[config.mk]
export PLATFORM = sky130hd
export DESIGN_NAME = adder_seq_nbit
export DESIGN_NICKNAME = d
export VERILOG_FILES = /design/src/rtl/adder_pkg.sv /design/src/rtl/adder_chunk.sv /design/src/rtl/adder_seq_nbit.sv
export SDC_FILE = /design/constraint.sdc
export NUM_CORES = 1
export LEC_CHECK = 0
export CORE_ASPECT_RATIO = 0.6
export CORE_MARGIN = 2
export CORE_UTILIZATION = 47
export CTS_BUF_LIST = sky130_fd_sc_hd__clkbuf_4
export DETAILED_ROUTE_END_ITERATION = 10
export MAX_ROUTING_LAYER = met4
export PLACE_DENSITY = 0.87
export SYNTH_ARGS = -nofsm -noshare
export SYNTH_HDL_FRONTEND = slang
export SYNTH_SLANG_ARGS = --single-unit
[constraint.sdc]
create_clock -name clk -period 3 [get_ports clk]
set_input_delay 0.45 -clock clk [delete_from_list [all_inputs] [get_ports clk]]
set_output_delay 0.45 -clock clk [all_outputs]
set_load 0.005 [all_outputs]
[src/rtl/adder_pkg.sv]
// adder_pkg: types and defaults shared by the sequential chunked adder.
//   state_t    - controller states (IDLE, RUN, DONE)
//   DEF_WIDTH  - default operand/sum width
//   DEF_CHUNK  - default bits added per clock
package adder_pkg;

  typedef enum logic [1:0] {
    IDLE = 2'd0,
    RUN  = 2'd1,
    DONE = 2'd2
  } state_t;

  localparam int DEF_WIDTH = 16;
  localparam int DEF_CHUNK = 4;

endpackage

[src/rtl/adder_chunk.sv]
// adder_chunk: combinational CHUNK-bit ripple-carry adder slice.
//   a, b   in  CHUNK  operand slices
//   ci     in  1      carry into bit 0
//   s      out CHUNK  sum slice
//   co     out 1      carry out of the top bit
//   c_msb  out 1      carry into the top bit (feeds signed-overflow detection)
module adder_chunk #(
  parameter int CHUNK = 4
) (
  input  logic [CHUNK-1:0] a,
  input  logic [CHUNK-1:0] b,
  input  logic             ci,
  output logic [CHUNK-1:0] s,
  output logic             co,
  output logic             c_msb
);

  logic [CHUNK:0] c;

  always_comb begin
    c    = '0;
    s    = '0;
    c[0] = ci;
    for (int i = 0; i < CHUNK; i++) begin
      s[i]   = a[i] ^ b[i] ^ c[i];
      c[i+1] = (a[i] & b[i]) | (c[i] & (a[i] ^ b[i]));
    end
  end

  assign co    = c[CHUNK];
  assign c_msb = c[CHUNK-1];

endmodule

[src/rtl/adder_seq_nbit.sv]
// adder_seq_nbit: multi-cycle adder/subtractor that adds CHUNK bits per clock
// through a single adder_chunk slice, NCHUNK = WIDTH/CHUNK cycles per result.
//   clk, rst_n           clock, synchronous active-low reset
//   A, B, Cin, Sub       operands/mode, sampled when in_valid && in_ready
//   in_valid, in_ready   operand handshake (ready only when idle)
//   out_valid, out_ready result handshake (result held until accepted)
//   Sum, Cout            WIDTH-bit result (mod 2^WIDTH) and raw carry out
//   Ovf                  signed overflow, present only with ADDER_SEQ_OVF_EN
module adder_seq_nbit
  import adder_pkg::*;
#(
  parameter int WIDTH = DEF_WIDTH,
  parameter int CHUNK = DEF_CHUNK
) (
  input  logic             clk,
  input  logic             rst_n,
  input  logic [WIDTH-1:0] A,
  input  logic [WIDTH-1:0] B,
  input  logic             Cin,
  input  logic             Sub,
  input  logic             in_valid,
  output logic             in_ready,
  output logic             out_valid,
  input  logic             out_ready,
  output logic [WIDTH-1:0] Sum,
  output logic             Cout
`ifdef ADDER_SEQ_OVF_EN
  ,
  output logic             Ovf
`endif
);

  // Guarded divisor so a bad CHUNK reports the error below instead of a divide-by-zero.
  localparam int CH_SAFE = (CHUNK < 1) ? 1 : CHUNK;
  localparam int NCHUNK  = WIDTH / CH_SAFE;
  localparam int KW      = (NCHUNK > 1) ? $clog2(NCHUNK) : 1;
  localparam logic [KW-1:0] K_LAST = KW'(NCHUNK - 1);

  if ((CHUNK < 1) || ((WIDTH % CH_SAFE) != 0)) begin : g_bad_cfg
    $error("adder_seq_nbit: CHUNK must be >= 1 and divide WIDTH");
  end

  state_t           state, state_nxt;
  logic [WIDTH-1:0] a_r, b_r;
  logic             carry;
  logic [KW-1:0]    k;
  logic             last;

  logic [CHUNK-1:0] ch_s;
  logic             ch_co, ch_msb;

  // ---------------- controller ----------------
  always_ff @(posedge clk) begin
    if (!rst_n) state <= IDLE;
    else        state <= state_nxt;
  end

  always_comb begin
    state_nxt = state;
    in_ready  = 1'b0;
    out_valid = 1'b0;
    last      = (k == K_LAST);
    case (state)
      IDLE: begin
        in_ready = 1'b1;
        if (in_valid) state_nxt = RUN;
      end
      RUN: begin
        if (last) state_nxt = DONE;
      end
      DONE: begin
        out_valid = 1'b1;
        if (out_ready) state_nxt = IDLE;
      end
      default: state_nxt = IDLE;
    endcase
  end

  // ---------------- datapath ----------------
  adder_chunk #(.CHUNK(CHUNK)) u_chunk (
    .a     (a_r[int'(k)*CHUNK +: CHUNK]),
    .b     (b_r[int'(k)*CHUNK +: CHUNK]),
    .ci    (carry),
    .s     (ch_s),
    .co    (ch_co),
    .c_msb (ch_msb)
  );

  // Subtraction is A + ~B + 1: B is inverted at capture and the +1 rides in
  // as the initial carry, so the RUN loop is identical for both modes.
  always_ff @(posedge clk) begin
    if (!rst_n) begin
      a_r   <= '0;
      b_r   <= '0;
      carry <= 1'b0;
      k     <= '0;
      Sum   <= '0;
      Cout  <= 1'b0;
    end else begin
      case (state)
        IDLE: if (in_valid) begin
          a_r   <= A;
          b_r   <= Sub ? ~B : B;
          carry <= Sub ? 1'b1 : Cin;
          k     <= '0;
        end
        RUN: begin
          Sum[int'(k)*CHUNK +: CHUNK] <= ch_s;
          carry <= ch_co;
          k     <= last ? '0 : k + KW'(1);
          if (last) Cout <= ch_co;
        end
        default: ;
      endcase
    end
  end

`ifdef ADDER_SEQ_OVF_EN
  // Signed overflow: carry into the MSB differs from carry out of it.
  always_ff @(posedge clk) begin
    if (!rst_n)                   Ovf <= 1'b0;
    else if (state == RUN && last) Ovf <= ch_msb ^ ch_co;
  end
`else
  logic unused_msb;
  assign unused_msb = ch_msb;
`endif

endmodule

# [After elaboration in Yosys (flattened, before gate mapping)]
# Cells that the tools add are included.
[classes] addsub=2 multipliers=0 div_mod_pow=0 order_cmp=0 eq_ne=6 shifts=4 n_mux=14 bitwise=21 n_reduce_logical=6
[op_table] cell="negation 4 -> 33 bit" count=1
[op_table] cell="variable shift 4 x 33 -> 16 bit, first input constant" count=1
[op_table] cell="variable part select 4 x 33 -> 16 bit" count=1
[op_table] cell="variable part select 16 x 5 -> 4 bit" count=2
[op_table] cell="bitwise mux 16 bit" count=1
[op_table] cell="2-to-1 mux 16 bit" count=1
[op_table] cell="inverter 16 bit" count=1
[op_table] cell="2-to-1 mux 2 bit" count=5
[op_table] cell="bitwise AND 1 bit" count=8
[op_table] cell="bitwise XOR 1 bit" count=8
[op_table] cell="!= test 2 bit, second input constant" count=3
[op_table] cell="one-hot mux 2 bit (3 select lines)" count=1
[op_table] cell="AND reduction 2 bit" count=3
[op_table] cell="== test 2 bit, second input constant" count=2
[op_table] cell="2-to-1 mux 1 bit" count=4
[op_table] cell="OR 1 bit" count=4
[op_table] cell="one-hot mux 2 bit (2 select lines)" count=1
[op_table] cell="AND reduction 3 bit" count=1
[op_table] cell="adder 2 x 1 -> 2 bit, second input constant" count=1
[op_table] cell="== test 2 x 1 -> 1 bit, second input constant" count=1
[op_table] cell="zero test 2 bit" count=1
[op_table] cell="one-hot mux 1 bit (2 select lines)" count=1
[op_table] cell="nonzero test 2 bit" count=1
[word_totals] reg_bits=54 latchBits=0 mem_bits_rw=0 mem_bits_ro=0 in_bits=38 output_inout_bits=19 wordCells=60 n_memories=0

# [Longest topological paths before layout]
# Gate-level depths: netlist of run 1.
[depth] depth_word=11 depth_mapped=13 depth_no_buf=12

# [Modules after synthesis]
# Synthesis of run 1 repeated with hierarchy kept, for this count alone.
[hier_totals] cells_unflattened=259 hier_area_um2=2486.1
[by_module_without_submodules] mod="adder_seq_nbit" instances=1 cells_per_inst=247 area_each_um2=2376.0 seq_area_each_um2=1081.0
[by_module_without_submodules] mod="adder_chunk" instances=1 cells_per_inst=12 area_each_um2=110.1 seq_area_each_um2=0.0

# [Least setup slack after synthesis of run 1]
# No wires, ideal clock.
[synth_timing] path_kind="register to register" startpoint="reg k[0]" endpoint="reg Sum[15]" setup_time_ns=0.118 arrival_time_ns=2.826 required_ns=2.882 slack_ns=0.056 stages_incl_launch_ff=13 n_path_buf=1 period_less_slack_ns=2.944 path_cell_list="dfxtp_1 -> buf_2 -> mux4_2 -> inv_1 -> fa_1 -> inv_1 -> fa_1 -> inv_1 -> fa_1 -> inv_1 -> fa_1 -> a32oi_1 -> nor2b_1"
[synth_between] elab_chain_len=11 word_cells_on_any_way=23 cone_classes="add/sub: 1; shift: 4; mux: 1; bitwise: 17"
[synth_lines] item="start: declaration" line_no="adder_seq_nbit.sv:46" source="logic [KW-1:0] k;"
[synth_lines] item="start signal: assignment" line_no="adder_seq_nbit.sv:110" source="k <= last ? '0 : k + KW'(1);"
[synth_lines] item="variable part select 16 x 5 -> 4 bit (on tied branches)" line_no="adder_seq_nbit.sv:81, adder_seq_nbit.sv:82"
[synth_lines] item="bitwise XOR 1 bit" line_no="adder_chunk.sv:25, adder_chunk.sv:26"
[synth_lines] item="bitwise AND 1 bit" line_no="adder_chunk.sv:26" source="c[i+1] = (a[i] & b[i]) | (c[i] & (a[i] ^ b[i]));"
[synth_lines] item="OR 1 bit" line_no="adder_chunk.sv:26"
[synth_lines] item="bitwise AND 1 bit" line_no="adder_chunk.sv:26"
[synth_lines] item="OR 1 bit" line_no="adder_chunk.sv:26"
[synth_lines] item="bitwise AND 1 bit" line_no="adder_chunk.sv:26"
[synth_lines] item="OR 1 bit" line_no="adder_chunk.sv:26"
[synth_lines] item="bitwise XOR 1 bit" line_no="adder_chunk.sv:25" source="s[i] = a[i] ^ b[i] ^ c[i];"
[synth_lines] item="variable part select 4 x 33 -> 16 bit" line_no="adder_seq_nbit.sv:108" source="Sum[int'(k)*CHUNK +: CHUNK] <= ch_s;"
[synth_lines] item="bitwise mux 16 bit (*)" line_no="adder_seq_nbit.sv:108"
[synth_lines] item="end signal: indexed assignment" line_no="adder_seq_nbit.sv:108"
[synth_lines] item="end: declaration" line_no="adder_seq_nbit.sv:25" source="output logic [WIDTH-1:0] Sum,"
# Mark *: on every way between the ends. The rest lies on a longest branch, timed or not.
# A chain may end at the register's enable or synchronous reset.

# [Worst setup path after layout of run 1]
# Same ends and word-level chain as after synthesis.

==> qor.yml, run 1 <==
floorplanning:
  die_h_um: 62.3
  start_util_pct: 48.2
  rows: 21
  die_w_um: 101
  io_pins: 57
  core_um2: 5520
  die-area_um2: 6300
global_route:
  antenna_found_initial: 1
  grt_use_total_pct: 20.0
  grt_max_degree: 45
  grtUsageMet2_pct: 28.9
  gr-total-overflow: 0
  grt-busiest-layer: "met2"
  use_met3_pct: 6.76
  grt_pass1_wl_mm: 9.58
  use_met1_pct: 26.3
  grt_pass1_vias: 2033
worst_setup_path:
  worst-path-buf-inv: 3
  cp.required_ns: 3.29
  endpoint_kind: "flop"
  cpMaxStageDelayCell: "mux4_2"
  path_cells: "buf_4 -> mux4_2 -> fa_1 -> inv_1 -> fa_1 -> inv_1 -> fa_1 -> a32oi_1 -> nor2b_1"
  start_kind: "flop"
  cpMostUsedCell: "fa_1"
  worstSetupPathType: "flop to flop"
  max_stage_delay_ns: 0.53
  cpLargestDelayFamily: "adder cells"
  arrival_ns: 3.12
  cp_max_fo: 9
clocking:
  cts_root_buf: "clkbuf_4"
  clk_path_buf_depth: 2
  cts_tree: "yes"
  clkLatencyLatePin_ns: 0.39
  clock-sinks: 54
  cts.clk_slew.worst_paths_ns: 0.16
  hold_buffers: 0
  cts_htree_levels: 2
  cts-buffers-inserted: 5
synth:
  synthesis.nets: 318
  syn_inst: 270
  ys_ff_latch: 54
  synth_top_area_cell: "dfxtp_1"
  ys_warn_count: 0
  synth.distinct_cells: 31
  avgSynthCellArea_um2: 9.85
  synth_seq_area_share_pct: 40.6
  netlist_top_cells_area: "dfxtp_1, nand2_1, mux4_2"
  synth_area_um2: 2660
  synth_top_area_share_pct: 40.6
drt:
  final_antenna_net_count: 0
  via_count: 2085
  first_pass_iters: 4
  drt_wl_total_mm: 5.70
  viasPerCell: 5.32
  drcViolationCount: 0
  wl_per_cell_um: 14.5
  drt-initial-drc-count: 109
cells_and_area:
  multi_input_area_um2: 1450
  layout_commonest_cell: "clkdlybuf4s50_1"
  fin_nets: 369
  regArea_um2: 1080
  layout-drive-gt1-share_pct: 8.39
  area_growth_pct: 26.1
  fill_cells: 478
  finish.utilization_pct: 60.8
  final_cell_mix: "clkdlybuf4s50_1, nand2_1, dfxtp_1"
sta:
  period_share_pct: 94.3
  tns_ns: 0
  hold_viol: 0
  rsz0062_at_grt: "false"
  layout_min_cycle_time_ns: 2.83
  relSlewSlack_pct: 56.1
  slew_viol_final: 0
  setup_viol: 0
  skew_ns: 0.0104
  worst_pin_slew_ns: 0.657
  fmax_mhz: 353
power:
  p_leak_nw: 1.37
  ir_drop_mv: 0.171
  powerDensity_nw_per_um2: 415
  power_mw: 1.39
hold_path:
  hold_class: "flop to flop"
placement:
  hpwl_mm: 4.40
  port_buffers: 56
  finalWeightedCongestion: 0.911
flow_run:
  maxCapViolCount: 0
run_status:
  status: "finished, final reports clean"
## synth_stat cells (all sizes together)
master    n
o21ai     2
o21bai    1
a32oi     8
a21boi   21
ha        6
a22oi     1
nand2b    1
and4b     1
or3b      2
buf       9
o211a    16
mux4      8
and3      1
nand2    55
a2bb2oi   1
inv      13
mux2i     2
clkbuf   10
and2      5
nor2      2
nor3      1
dfxtp    54
nor3b     2
xnor2    16
a32o      5
fa        4
nor2b    15
nand3b    4
nand4     4
## area by class of cell
type | count | area share, %
multi-input cells | 184 | 43.3
flip-flops and latches | 54 | 32.3
repair buffers | 63 | 18.6
well taps | 69 | 2.57
inverters | 13 | 1.45
clock buffers | 5 | 1.12
clock inverters | 3 | 0.597
diodes | 1 | 0.0746
## where the power goes
| group | internal [mW] | switching [mW] | total (mW) |
|---|---|---|---|
| Sequential | 0.756 | 0.0275 | 0.783 |
| Combinational | 0.149 | 0.128 | 0.276 |
| Clock | 0.0921 | 0.239 | 0.332 |
| Total | 0.996 | 0.395 | 1.39 |
## timing repair
action                                  4_1_cts  5_1_grt
buffers inserted                              0        0
endpoints found under the setup margin        0        4
gates resized for setup                       0        1
## path summary, 6_finish.rpt
check / startpoint / end / slack, ns / depth (start not counted)
worst max register to register: k[0] / Sum[15] / 0.17 / 9
worst min-delay path: a_r[7] / a_r[7] / 0.46 / 2
worst max-delay path: k[0] / Sum[15] / 0.17 / 9
worst min register to register: a_r[7] / a_r[7] / 0.46 / 2
## routing by layer
metal	vias up	part of all wire (%)	routed length, µm
li1	1036	-	-
met5	-	0	0
met3	8	6.3	357
met1	982	46	2650
met4	0	1.2	70
met2	59	46	2620
## cells by family (layout without fill, tap and decap cells)
| group | count (synthesis) | count (layout) | synth area share [%] |
|---|---|---|---|
| compound gates | 55 | 55 | 17.7 |
| xor+xnor | 16 | 16 | 5.27 |
| fa+ha+maj | 10 | 10 | 5.83 |
| buf+inv | 32 | 84 | 5.03 |
| flops | 54 | 54 | 40.6 |
| mux | 10 | 10 | 7.53 |
| other cells | 0 | 1 | 0 |
| simple gates | 93 | 93 | 18.0 |
## worst register-to-register path, cell delays in order (launching register included)
cell,delay (ns)
dfxtp_2,0.40
buf_4,0.21
mux4_2,0.54
fa_1,0.42
inv_1,0.09
fa_1,0.17
inv_1,0.06
fa_1,0.53
a32oi_1,0.24
nor2b_1,0.07
## flip-flops by register name (all words and copies together) (netlist names)
signal,count
Sum,16
a_r,16
b_r,16
k,2
state,2
Cout,1
carry,1
## metrics by stage
step,hold WS (ns),worst slack (ns),cells,cell area [µm²]
floorplan,0.432,0.0565,270,2660
global placement,0.440,0.244,383,3290
detailed placement,0.445,0.137,383,3290
CTS,0.465,0.112,391,3350
global route,0.487,0.0406,392,3350
finish,0.462,0.171,392,3350
Note: power is estimated with default switching activity, not from simulation.
==> inputs of run 2 (changes only) <==
--- a/config.mk
+++ b/config.mk
@@ -5,11 +5,13 @@
 export SDC_FILE = /design/constraint.sdc
 export NUM_CORES = 1
 export LEC_CHECK = 0
+export CAP_MARGIN = 20
 export CORE_ASPECT_RATIO = 0.6
 export CORE_MARGIN = 2
 export CORE_UTILIZATION = 47
 export CTS_BUF_LIST = sky130_fd_sc_hd__clkbuf_4
 export DETAILED_ROUTE_END_ITERATION = 10
+export GPL_TIMING_DRIVEN = 0
 export MAX_ROUTING_LAYER = met4
 export PLACE_DENSITY = 0.87
 export SYNTH_ARGS = -nofsm -noshare
==> run 2 against run 1 <==
  * Global-route usage is 0.39 points higher
  * Final cell count grew 3.3%
  * Clock power rose by 27%
  * Combinational power grew 7.2%
  * Register-to-register slack lost 0.07 ns
  * Non-clock buffer count up 13
  * Sequential share of layout area decreased by 0.63 points
  * Count of clock-buffer cells in the layout increased by 2
==> qor.yml, run 2 (synthesis results as in run 1) <==
hold_path:
  holdPathEnd: "a_r[9]"
  hold_class: "primary input to flop"
  worstHoldPathCells: 2
  worstHoldStart: "rst_n"
drt:
  viasPerCell: 5.38
  wl_per_cell_um: 15.4
  drt_wl_total_mm: 6.25
  final_antenna_net_count: 0
  drt-initial-drc-count: 82
  first_pass_iters: 4
  drcViolationCount: 0
  via_count: 2180
cells_and_area:
  layout-drive-gt1-share_pct: 11.9
  fill_cells: 465
  layout_commonest_cell: "nand2_1"
  fin_nets: 382
  area_growth_pct: 29.1
  final_cell_mix: "nand2_1, clkdlybuf4s50_1, dfxtp_1"
  finish.utilization_pct: 62.2
  largestRegisters: "Sum: 16 flops, a_r: 16 flops, b_r: 16 flops"
  fin_area_um2: 3430
clocking:
  cts_tree: "yes"
  clkLatencyLatePin_ns: 0.39
  clock-sinks: 54
  cts.clk_slew.worst_paths_ns: 0.15
  cts-buffers-inserted: 5
  hold_buffers: 0
  cts_htree_levels: 2
  clk_path_buf_depth: 2
  cts_root_buf: "clkbuf_4"
worst_setup_path:
  crit-reg2reg-launch: "k[0]"
  path_cells: "buf_6 -> mux4_2 -> inv_2 -> fa_1 -> inv_1 -> fa_2 -> inv_1 -> fa_2 -> inv_1 -> fa_2 -> a32oi_1 -> nor2b_1"
  endpoint_kind: "flop"
  cpLargestDelayFamily: "adder cells"
  worst-path-buf-inv: 5
  cpMaxStageDelayCell: "fa_2"
  max_stage_delay_ns: 0.61
  arrival_ns: 3.22
  start_kind: "flop"
  rr_worst_depth: 12
  rrSetupSlack_ns: 0.1
  cp_max_fo: 7
  worstSetupPathType: "flop to flop"
  r2r_end: "Sum[7]"
  cp.required_ns: 3.32
sta:
  slew_viol_final: 0
  worst_pin_slew_ns: 0.488
  fmax_mhz: 345
  setup_viol: 0
  hold_ws_ns: 0.456
  layout_min_cycle_time_ns: 2.90
  hold_viol: 0
  period_share_pct: 96.7
  relSlewSlack_pct: 67.5
  skew_ns: 0.0120
floorplanning:
  rows: 21
  core_um2: 5520
  io_pins: 57
  die-area_um2: 6300
  start_util_pct: 48.2
  die_h_um: 62.3
  die_w_um: 101
power:
  powerDensity_nw_per_um2: 436
  power_mw: 1.50
  ir_drop_mv: 0.244
  p_leak_nw: 1.41
global_route:
  grt_pass1_wl_mm: 9.89
  grt_pass1_vias: 2109
  gr-total-overflow: 0
  grt_max_degree: 16
  antenna_found_initial: 1
  grt_use_total_pct: 20.4
run_status:
  status: "finished, final reports clean"
placement:
  hpwl_mm: 4.58
  placed_cell_area_um2: 3290
  port_buffers: 54
  finalWeightedCongestion: 0.884
flow_run:
  maxCapViolCount: 0
## run 2: layout make-up
cell class / instances / area (µm²) / area share [%]
clock buffers: 7 / 52.6 / 1.53
multi-input cells: 184 / 1450 / 42.3
diodes: 1 / 2.50 / 0.0729
inverters: 13 / 48.8 / 1.42
plain buffers: 19 / 104 / 3.02
clock inverters: 1 / 30.0 / 0.875
repair buffers: 57 / 571 / 16.6
flip-flops and latches: 54 / 1090 / 31.6
well taps: 69 / 86.3 / 2.51
## run 2: metrics by stage
step | std cells | setup TNS, ns | setup slack, ns
2_1_floorplan | 270 | 0 | 0.0565
3_3_place_gp | 393 | -1.17 | -0.256
3_5_place_dp | 393 | -1.50 | -0.314
4_1_cts | 401 | 0 | 0.00620
5_1_grt | 405 | -0.00507 | -0.00507
6_report | 405 | 0 | 0.0981
## run 2: worst reg2reg max path: cells and delay by family (launching register included)
kind                     cells  cell delay [ns]
AO/OA/AOI/OAI                1             0.12
buffers and inverters        5             0.37
multiplexers                 1             0.52
flip-flops                   1             0.43
AND/OR/NAND/NOR              1             0.15
adder cells (fa/ha/maj)      4             1.25
## run 2: how the worst max path moves through the flow
| stage | from | end | cells past startpoint |
|---|---|---|---|
| floorplan | k[0] | Sum[15] | 12 |
| CTS | k[0] | Sum[7] | 12 |
| global placement | k[0] | Sum[15] | 12 |
| global route | k[0] | Sum[7] | 12 |
| detailed placement | k[1] | Sum[7] | 12 |
| finish | k[0] | Sum[7] | 12 |
## run 2: report_power, final
group | total [mW] | internal, mW | switching [mW]
registers | 0.778 | 0.755 | 0.0226
logic | 0.296 | 0.155 | 0.142
clock network | 0.422 | 0.195 | 0.227
## run 2: per-layer routing
layer | global-route usage, % | wire length, µm | up-vias | part of all wire, %
li1 | - | - | 1058 | -
met1 | 27.8 | 2930 | 1040 | 47
met2 | 30.8 | 2910 | 72 | 47
met3 | 4.84 | 342 | 10 | 5.5
met4 | 4.90 | 65 | 0 | 1.0
met5 | - | 0 | - | 0
## run 2: repair_timing
action | in CTS | in global routing
endpoints found under the setup margin | 9 | 4
endpoints found under the hold margin | 0 | 0
resized for setup | 8 | 9
buffers inserted | 0 | 3
pin swaps | 0 | 2
==> inputs of run 3 (changes only) <==
--- a/config.mk
+++ b/config.mk
@@ -10,6 +10,7 @@
 export CORE_MARGIN = 2
 export CORE_UTILIZATION = 47
 export CTS_BUF_LIST = sky130_fd_sc_hd__clkbuf_4
+export CTS_CLUSTER_SIZE = 28
 export DETAILED_ROUTE_END_ITERATION = 10
 export GPL_TIMING_DRIVEN = 0
 export MAX_ROUTING_LAYER = met4
==> results of run 3 <==
No change in the layout: final DEF, timing and power equal those of run 2.
